[config.mk]
export PLATFORM = sky130hd
export DESIGN_NAME = xor_pattern_sequencer
export DESIGN_NICKNAME = d
export VERILOG_FILES = /design/src/rtl/xnn_pkg.sv /design/src/rtl/xor_pattern_sequencer.sv
export SDC_FILE = /design/constraint.sdc
export NUM_CORES = 1
export LEC_CHECK = 0
export BUFFER_PORTS_ARGS = -buffer_cell sky130_fd_sc_hd__buf_2
export CORE_MARGIN = 3
export CORE_UTILIZATION = 49
export DETAILED_ROUTE_END_ITERATION = 8
export PLACE_DENSITY = 0.72
export SYNTH_ARGS = -nofsm -noshare
export SYNTH_HDL_FRONTEND = slang
export SYNTH_SLANG_ARGS = --single-unit
[constraint.sdc]
create_clock -name clk -period 2.47 [get_ports clk]
set_clock_uncertainty 0.15 [all_clocks]
set_input_delay 0.494 -clock clk [delete_from_list [all_inputs] [get_ports clk]]
set_output_delay 0.494 -clock clk [all_outputs]
set_load 0.05 [all_outputs]
[src/rtl/xnn_pkg.sv]
// Shared definitions for the XOR neuron test sequencer and its companion network.
// Latency: n/a (types, constants and pure helper functions only).
// Backpressure: n/a.
//
// Contents:
//   xnn_state_t  - sequencer FSM state encoding (IDLE, SETTLE, DONE)
//   XOR_TRUTH    - golden XOR truth table, bit i = y for pattern i (x1x2 = i)
//   FX_ONE       - Q4.4 fixed-point representation of 1.0 used by the network
//   NUM_PATTERNS - number of input patterns in one sweep
//   fx_from_bool - encodes a boolean drive as a Q4.4 value for the network
//   sat_inc8     - 8-bit saturating increment
package xnn_pkg;

    typedef enum logic [1:0] {
        IDLE   = 2'd0,
        SETTLE = 2'd1,
        DONE   = 2'd2
    } xnn_state_t;

    localparam logic [3:0] XOR_TRUTH    = 4'b0110;
    localparam int         FX_ONE       = 16;
    localparam int         NUM_PATTERNS = 4;

    // Boolean sequencer drive mapped onto the network's Q4.4 input scale.
    function automatic logic [7:0] fx_from_bool(input logic b);
        return b ? 8'(FX_ONE) : 8'd0;
    endfunction

    // Counter increment that sticks at all-ones instead of wrapping.
    function automatic logic [7:0] sat_inc8(input logic [7:0] v);
        return (v == 8'hFF) ? v : v + 8'd1;
    endfunction

endpackage

[src/rtl/xor_pattern_sequencer.sv]
// Sweeps the four boolean patterns through an external neuron network and grades the truth table.
// Latency: start seen in cycle 0 gives done in cycle 4*SETTLE_CYCLES+1; back-to-back sweeps repeat every 4*SETTLE_CYCLES+2.
// Backpressure: none; start is only sampled in IDLE, abort only while busy, rst overrides both.
//
// Parameters:
//   SETTLE_CYCLES - cycles each pattern is held before y_in is sampled (1..255)
//   EXPECTED      - golden truth table, bit i = required y for pattern i
// Ports:
//   clk          in   rising-edge clock
//   rst          in   synchronous active-high reset
//   start        in   sweep request (IDLE only)
//   abort        in   sweep cancel (SETTLE only)
//   x1, x2       out  pattern drive to the network, x1 = idx[1], x2 = idx[0]
//   y_in         in   step output returned by the network
//   busy         out  high in every state except IDLE
//   done         out  one-cycle pulse on sweep completion
//   truth_table  out  result of the last completed sweep
//   pass         out  truth_table == EXPECTED, valid from done onward
//   err_count    out  saturating count of failed sweeps (only with XOR_SEQ_ERRCNT_EN)
// Build option: define XOR_SEQ_ERRCNT_EN to add the err_count output and its counter.
module xor_pattern_sequencer
    import xnn_pkg::*;
#(
    parameter int unsigned SETTLE_CYCLES = 2,
    parameter logic [3:0]  EXPECTED      = XOR_TRUTH
) (
    input  logic       clk,
    input  logic       rst,
    input  logic       start,
    input  logic       abort,
    output logic       x1,
    output logic       x2,
    input  logic       y_in,
    output logic       busy,
    output logic       done,
    output logic [3:0] truth_table,
`ifdef XOR_SEQ_ERRCNT_EN
    output logic [7:0] err_count,
`endif
    output logic       pass
);

    localparam int CW = $clog2(SETTLE_CYCLES + 1);
    localparam logic [CW-1:0] CNT_LAST = CW'(SETTLE_CYCLES - 1);

    xnn_state_t    state_q, state_d;
    logic [1:0]    idx_q, idx_d;
    logic [CW-1:0] cnt_q, cnt_d;
    logic [3:0]    shadow_q, shadow_d;
    logic [3:0]    tt_q, tt_d;
    logic          pass_q, pass_d;
    logic          sweep_end;

    // Next-state and datapath. The truth table and pass flag are loaded on the
    // edge that enters DONE, using the shadow value that already includes the
    // final capture, so both are valid in the same cycle done is high.
    always_comb begin
        state_d   = state_q;
        idx_d     = idx_q;
        cnt_d     = cnt_q;
        shadow_d  = shadow_q;
        tt_d      = tt_q;
        pass_d    = pass_q;
        sweep_end = 1'b0;

        case (state_q)
            IDLE: begin
                if (start) begin
                    state_d  = SETTLE;
                    idx_d    = 2'd0;
                    cnt_d    = '0;
                    shadow_d = 4'b0000;
                end
            end

            SETTLE: begin
                // abort takes precedence over a capture in the same cycle
                if (abort) begin
                    state_d = IDLE;
                    idx_d   = 2'd0;
                    cnt_d   = '0;
                end else if (cnt_q == CNT_LAST) begin
                    shadow_d[idx_q] = y_in;
                    cnt_d           = '0;
                    if (idx_q != 2'd3) begin
                        idx_d = idx_q + 2'd1;
                    end else begin
                        state_d   = DONE;
                        sweep_end = 1'b1;
                        tt_d      = shadow_d;
                        pass_d    = (shadow_d == EXPECTED);
                    end
                end else begin
                    cnt_d = cnt_q + CW'(1);
                end
            end

            DONE: begin
                state_d = IDLE;
                idx_d   = 2'd0;
                cnt_d   = '0;
            end

            default: begin
                state_d = IDLE;
                idx_d   = 2'd0;
                cnt_d   = '0;
            end
        endcase
    end

    always_ff @(posedge clk) begin
        if (rst) begin
            state_q  <= IDLE;
            idx_q    <= 2'd0;
            cnt_q    <= '0;
            shadow_q <= 4'b0000;
            tt_q     <= 4'b0000;
            pass_q   <= 1'b0;
        end else begin
            state_q  <= state_d;
            idx_q    <= idx_d;
            cnt_q    <= cnt_d;
            shadow_q <= shadow_d;
            tt_q     <= tt_d;
            pass_q   <= pass_d;
        end
    end

`ifdef XOR_SEQ_ERRCNT_EN
    logic [7:0] err_q;

    // Bumped together with the truth-table load so the new count is visible with done.
    always_ff @(posedge clk) begin
        if (rst) begin
            err_q <= 8'd0;
        end else if (sweep_end && (shadow_d != EXPECTED)) begin
            err_q <= sat_inc8(err_q);
        end
    end

    assign err_count = err_q;
`endif

    // All outputs decode straight from registers; nothing combinational from inputs.
    assign x1          = (state_q == SETTLE) & idx_q[1];
    assign x2          = (state_q == SETTLE) & idx_q[0];
    assign busy        = (state_q != IDLE);
    assign done        = (state_q == DONE);
    assign truth_table = tt_q;
    assign pass        = pass_q;

endmodule

# After elaboration in Yosys (flattened, before gate mapping)
# Cells that the tools add are included.
# totals
regBits	15
latchBits	0
mem_bits_rw	0
rom_bits	0
inputBits	5
out_inout_bits	9
wordCells	53
n_memories	0
# op_classes
n_addsub	2
n_mul	0
div_mod_pow	0
order_cmp	2
n_eq_ne	11
shift	0
muxes	20
bitwise	4
n_reduce_logical	8
# op_table
cell	count
$mux W2	10
$mux W4	3
$pmux W2 S2	3
$ne A3 B3 Y1 const B	3
$ne A2 B2 Y1 const B	4
$pmux W4 S2	1
$reduce_and A4 Y1	2
$reduce_and A3 Y1	2
$add A2 B1 Y2 const B	2
$bwmux W4	1
$eq A2 B1 Y1 const B	2
$eq A4 B3 Y1 const B	1
$reduce_bool A2 Y1	2
$lt A2 B3 Y1 const B	1
$and A1 B1 Y1	2
$demux W1 S2	1
$eq A2 B2 Y1 const B	1
$ge A2 B1 Y1 const B	1
$logic_not A2 Y1	1
$not A1 Y1	2
$logic_and A1 B1 Y1	1
$mux W1	1

# Logic depth before layout (Yosys ltp)
# Gate-level depths: netlist of run 1.
# logic_depth
word_depth	8
ltp_mapped	5
mapped_depth_nobuf	5

# Worst setup path before layout of run 1
# OpenSTA, ideal clock, no wires.
# synth_path
kind	register -> output
from	register state_q[1]
to	output x1
arrival_time_ns	1.645
t_required_ns	1.826
setup_slack_ns	0.181
path_stages_with_launch	3
path_buffers	1
path_cell_list	dfxtp_1 > buf_2 > nor3b_1
# synth_via
elab_chain_cells	2
# synth_lines
element	line	rtl
start, declared	xor_pattern_sequencer.sv:46	xnn_state_t state_q, state_d;
start signal, assigned	xor_pattern_sequencer.sv:121	state_q <= state_d;
$eq A2 B1 Y1	xor_pattern_sequencer.sv:146	assign x1 = (state_q == SETTLE) & idx_q[1];
$and A1 B1 Y1	xor_pattern_sequencer.sv:146	
end, declared	xor_pattern_sequencer.sv:31	output logic x1,
# Every way passes these cells.

# Worst setup path after layout of run 1
# layout_path
from	register state_q[0]
to	output x2
# layout_via
elab_chain_cells	2
# layout_lines
element	line	rtl
$eq A2 B1 Y1	xor_pattern_sequencer.sv:147	assign x2 = (state_q == SETTLE) & idx_q[0];
$and A1 B1 Y1	xor_pattern_sequencer.sv:147	
end, declared	xor_pattern_sequencer.sv:32	output logic x2,
# Every way passes these cells.

==> impl_metrics.env, run 1 <==
export IMPL_cts_sinks=14
export IMPL_fin_crit_ps=1990
export IMPL_maxCapViolCount=0
export IMPL_cp_max_fo=12
export IMPL_fin_crit_sh=0.807
export IMPL_num_vias=642
export IMPL_crit_type="register to output port"
export IMPL_post_cts_resized=0
export IMPL_ctsHoldBuffers=0
export IMPL_ys_ff_latch=14
export IMPL_antenna_found_initial=0
export IMPL_syn_area_per_cell_um2=9.83
export IMPL_ctsRootBufferMaster="clkbuf_4"
export IMPL_antenna_cells=0
export IMPL_worst_pin_slew_ps=407
export IMPL_worstRegToRegCells=4
export IMPL_postSynthCellCount=77
export IMPL_fin_setup_tns_ps=0
export IMPL_slew_headroom=0.728
export IMPL_dr_pass1_iters=4
export IMPL_clock_latency_ps=280
export IMPL_grt_pass1_vias=566
export IMPL_multiInputGateArea_um2=440
export IMPL_track_usage=0.179
export IMPL_post_cts_buffers=0
export IMPL_p_per_area_mw_per_mm2=505
export IMPL_ant_nets=0
export IMPL_drive_gt1_frac=0.264
export IMPL_ios=14
export IMPL_regArea_um2=280
export IMPL_total_power_uw=433
export IMPL_num_fill_cells=122
export IMPL_yosysTopAreaCell="dfxtp_1"
export IMPL_core_area_mm2=0.00137
export IMPL_gp_congestion=0.779
export IMPL_cts_tree="yes"
export IMPL_grt_setup_unrepaired="false"
export IMPL_r2r_start="idx_q[1]$_SDFFE_PP0P_"
export IMPL_setup_viol=0
export IMPL_yosysSeqAreaShare=0.370
export IMPL_ys_top_cells_by_area="dfxtp_1 37%, ha_1 6.6%, a32o_1 5.3%, nor3b_1 4.0%, a21oi_1 2.6%"
export IMPL_holdPathStages=2
export IMPL_synthesis_nets=86
export IMPL_hold_path_endpoint="pass$_SDFFE_PP0P_"
export IMPL_drtIter0Drc=24
export IMPL_cp_start_kind="register"
export IMPL_reg2reg_to="truth_table[2]$_SDFFE_PP0P_"
export IMPL_cts_buffers=3
export IMPL_grt_pass1_wl_mm=2.62
export IMPL_synth_edf_count=0
export IMPL_worst_setup_path_end_kind="output port"
export IMPL_vias_per_cell=6.06
export IMPL_synthDistinctLibCells=38
export IMPL_finalNetCount=101
export IMPL_clockBufferDepth=2
export IMPL_fp_dieArea_mm2=0.00205
export IMPL_hold_class="register to register"
export IMPL_leakage_nw=0.341
export IMPL_drv_slew=0
export IMPL_irDropWorstVdd_mv=0.346
export IMPL_fmax_mhz=502
export IMPL_wl_per_cell_um=15.2
export IMPL_htree_num_levels=1
export IMPL_async_flop_share=0
export IMPL_final_hold_violation_count=0
export IMPL_outcome="complete, no violations"
export IMPL_dieHeight_um=45.3
export IMPL_numPortBuffers=13
export IMPL_r2r_slack_ps=890
export IMPL_worstPathRequired_ps=1830
export IMPL_ys_flop_type="dfxtp_1"
export IMPL_die_width_um=45.3
export IMPL_drc=0
export IMPL_dp_hpwl_mm=1.15
export IMPL_synth_top_area_frac=0.370
export IMPL_finalWirelength_mm=1.62
export IMPL_clk_pin_slew_ps=90
export IMPL_arrival_ps=1350
export IMPL_grt_max_degree=15
export IMPL_netlist_area_um2=757
export IMPL_min_from="pass$_SDFFE_PP0P_"
export IMPL_area_delta_synth_final_pct=13.1
export IMPL_synth_warnings=0
export IMPL_rows=13
export IMPL_initial_utilization=0.554
export IMPL_grt_overflow_total=0
kinds of logic (layout without fill, tap and decap cells):
family / count (synthesis) / after routing / share of synthesized area
mux: 2 / 2 / 0.0264
fa+ha+maj: 4 / 4 / 0.0661
buf+inv: 7 / 21 / 0.0479
compound gates: 20 / 20 / 0.200
flops: 14 / 14 / 0.370
simple gates: 30 / 30 / 0.289
worst max-delay path: stages (launching register included):
cell and delay (ps):
dfxtp_1 540, nor3b_1 220, buf_2 290
cell type report:
cell class / instances / area share
Timing Repair Buffer: 13 / 0.0760
Inverter: 4 / 0.0175
Multi-Input combinational cell: 56 / 0.515
Tap cell: 15 / 0.0219
Clock buffer: 4 / 0.0424
Sequential cell: 14 / 0.327
registers in the layout (all words and copies together) (netlist names):
| name | cells |
|---|---|
| pass | 1 |
| truth_table | 4 |
| state_q | 2 |
| cnt_q | 2 |
| shadow_q | 3 |
| idx_q | 2 |
synthesized netlist by cell type (2+ instances only):
cell       n
a32o_1     4
ha_1       4
inv_1      4
nand2b_1   3
nor2_1     4
buf_2      2
dfxtp_1   14
nor3_1     2
nor3b_1    4
a211oi_1   2
a21oi_1    4
mux2i_1    2
nand2_1    2
nand3b_1   2
metal layers:
layer / vias up / global-route usage / share of wire / wire, um
met2: 18 / 0.254 / 0.45 / 721
met1: 301 / 0.254 / 0.48 / 778
met3: 5 / 0.0359 / 0.052 / 84
met5: - / 0 / 0 / 0
met4: 0 / 0.0877 / 0.019 / 31
li1: 318 / - / - / -
cell usage in the layout, fill, tap and decap left out, types with 3 or more instances in the layout:
| cell | netlist | layout |
|---|---|---|
| inv_1 | 4 | 4 |
| dfxtp_1 | 14 | 14 |
| a21oi_1 | 4 | 4 |
| nand2b_1 | 3 | 3 |
| clkbuf_4 | 0 | 3 |
| nor3b_1 | 4 | 4 |
| ha_1 | 4 | 4 |
| nor2_1 | 4 | 4 |
| a32o_1 | 4 | 4 |
| buf_2 | 2 | 13 |
through the flow:
step	setup slack, ps	hold WS [ps]	utilization	instances	instance area [um^2]
final	476	341	0.626	106	856
after global routing	378	359	0.626	106	856
after CTS	506	349	0.626	106	856
after detailed placement	828	337	0.600	102	820
after global placement	821	329	0.600	102	820
after floorplan	181	305	-	77	757
how the worst max path moves through the flow:
stage,from,to,cells after the start
floorplan,state_q[1]$_SDFFE_PP0P_,x1,2
global placement,state_q[0]$_SDFFE_PP0P_,x1,2
detailed placement,state_q[0]$_SDFFE_PP0P_,x1,2
CTS,state_q[0]$_SDFFE_PP0P_,x1,2
global route,state_q[0]$_SDFFE_PP0P_,x2,2
finish,state_q[0]$_SDFFE_PP0P_,x2,2
where the power goes:
part / switching (mW) / leakage (nW) / internal (mW) / total (mW)
Sequential: 0.00443 / 0.113 / 0.228 / 0.232
Clock: 0.0784 / 0.0210 / 0.0898 / 0.168
Combinational: 0.0192 / 0.207 / 0.0133 / 0.0325
Note: power is estimated with default switching activity, not from simulation.
==> run 2, diff against run 1 <==
Settings changed: CORE_UTILIZATION 49 to 47.
Clock period 2.47 ns to 1.71 ns, I/O delays scaled along.
==> run 2 against run 1 <==
First-iteration DRC count decreased by 83%. Power is 31% higher. Largest power group unchanged. Via count decreased by 0.62%. Cell count stayed put. Flip-flop and latch count stayed put.
==> impl_metrics.env, run 2 (synthesized netlist as in run 1, its figures left out) <==
export IMPL_grt_max_degree=13
export IMPL_mostFrequentLayoutCells="10 x dfxtp_1, 10 x buf_2"
export IMPL_final_hold_violation_count=0
export IMPL_dr_pass1_iters=4
export IMPL_crit_type="register to output port"
export IMPL_r2r_slack_ps=250
export IMPL_ant_nets=0
export IMPL_initial_utilization=0.541
export IMPL_clock_latency_ps=280
export IMPL_antenna_cells=0
export IMPL_cp_start_kind="register"
export IMPL_finalNetCount=102
export IMPL_p_int_uw=430
export IMPL_fp_dieArea_mm2=0.00213
export IMPL_dp_hpwl_mm=1.18
export IMPL_die_width_um=46.1
export IMPL_p_per_area_mw_per_mm2=655
export IMPL_hold_class="primary input to register"
export IMPL_total_power_uw=568
export IMPL_cp_max_fo=11
export IMPL_cts_sinks=14
export IMPL_setup_viol=0
export IMPL_swShare=0.242
export IMPL_drive_gt1_frac=0.330
export IMPL_irDropWorstVdd_mv=0.365
export IMPL_fin_crit_sh=0.968
export IMPL_fin_crit_ps=1650
export IMPL_p_sw_uw=138
export IMPL_startpoint="state_q[1]$_SDFFE_PP0P_"
export IMPL_worst_setup_path_end_kind="output port"
export IMPL_dieHeight_um=46.1
export IMPL_fmax_mhz=604
export IMPL_antenna_found_initial=0
export IMPL_num_vias=638
export IMPL_place_inst=103
export IMPL_core_area_mm2=0.00140
export IMPL_clk_pin_slew_ps=80
export IMPL_ios=14
export IMPL_drv_slew=0
export IMPL_area_delta_synth_final_pct=14.5
export IMPL_rows=13
export IMPL_grt_pass1_wl_mm=2.82
export IMPL_drtIter0Drc=4
export IMPL_grt_pass1_vias=613
export IMPL_clkPwrFrac=0.326
export IMPL_ctsRootBufferMaster="clkbuf_4"
export IMPL_seqPwrFrac=0.590
export IMPL_clockBufferDepth=2
export IMPL_worst_pin_slew_ps=299
export IMPL_min_from="rst"
export IMPL_combPwrFrac=0.084
export IMPL_numPortBuffers=13
export IMPL_gp_congestion=0.766
export IMPL_grt_overflow_total=0
export IMPL_stdcell_count=106
export IMPL_grt_setup_unrepaired="false"
export IMPL_ctsHoldBuffers=0
export IMPL_vias_per_cell=6.02
export IMPL_outcome="complete, no violations"
export IMPL_holdWs_ps=226
export IMPL_cts_tree="yes"
export IMPL_maxCapViolCount=0
export IMPL_finalWirelength_mm=1.55
export IMPL_fin_setup_tns_ps=0
export IMPL_wl_per_cell_um=14.7
export IMPL_slew_headroom=0.799
export IMPL_drc=0
export IMPL_largest_register_ffs=4
export IMPL_track_usage=0.187
export IMPL_htree_num_levels=1
export IMPL_placed_area_um2=830
export IMPL_final_area_um2=867
export IMPL_cts_buffers=3
export IMPL_worstPathRequired_ps=1220
export IMPL_r2r_start="idx_q[0]$_SDFFE_PP0P_"
export IMPL_leakage_nw=0.341
export IMPL_arrival_ps=1160
## run 2: power by group through the flow
stage	clock (mW)	sequential, mW	combinational [mW]
2_1_floorplan	0	0.339	0.0396
3_3_place_gp	0	0.342	0.0468
3_5_place_dp	0	0.343	0.0468
4_1_cts	0.192	0.336	0.0470
5_1_grt	0.211	0.337	0.0530
6_report	0.185	0.335	0.0479
## run 2: path summary, 6_finish.rpt
path                                                     to  cells after the start
worst max register to register  truth_table[3]$_SDFFE_PP0P_                      4
worst max-delay path                                   done                      2
worst min register to register     shadow_q[2]$_SDFFE_PP0P_                      2
worst min-delay path                state_q[1]$_SDFFE_PP0P_                      2
## run 2: final cells by class
type / instances / area [um^2]
Fill cell: 133 / 532
Multi-Input combinational cell: 56 / 443
Sequential cell: 14 / 288
Timing Repair Buffer: 14 / 80.1
Clock buffer: 3 / 22.5
Tap cell: 15 / 18.8
Inverter: 4 / 15.0
## run 2: per-layer routing
| metal | vias up | share of wire | track usage |
|---|---|---|---|
| li1 | 320 | - | - |
| met1 | 299 | 0.48 | 0.248 |
| met2 | 15 | 0.45 | 0.269 |
| met3 | 4 | 0.044 | 0.0469 |
| met4 | 0 | 0.025 | 0.108 |
| met5 | - | 0 | 0 |
## run 2: through the flow
step,worst slack (ps),utilization
2_1_floorplan,-427,-
3_3_place_gp,221,0.593
3_5_place_dp,167,0.593
4_1_cts,2.61,0.614
5_1_grt,8.02,0.620
6_report,55.4,0.620
## run 2: critical path, stage by stage (launching register included)
cell and delay (ps):
dfxtp_2 460, nor2b_2 170, buf_2 260
## run 2: repair_timing
| action | CTS | global route |
|---|---|---|
| pin swaps | 0 | 0 |
| gates resized for setup | 4 | 6 |
| buffers inserted | 0 | 0 |
| hold endpoints to repair | 0 | 0 |
| setup endpoints to repair | 4 | 3 |
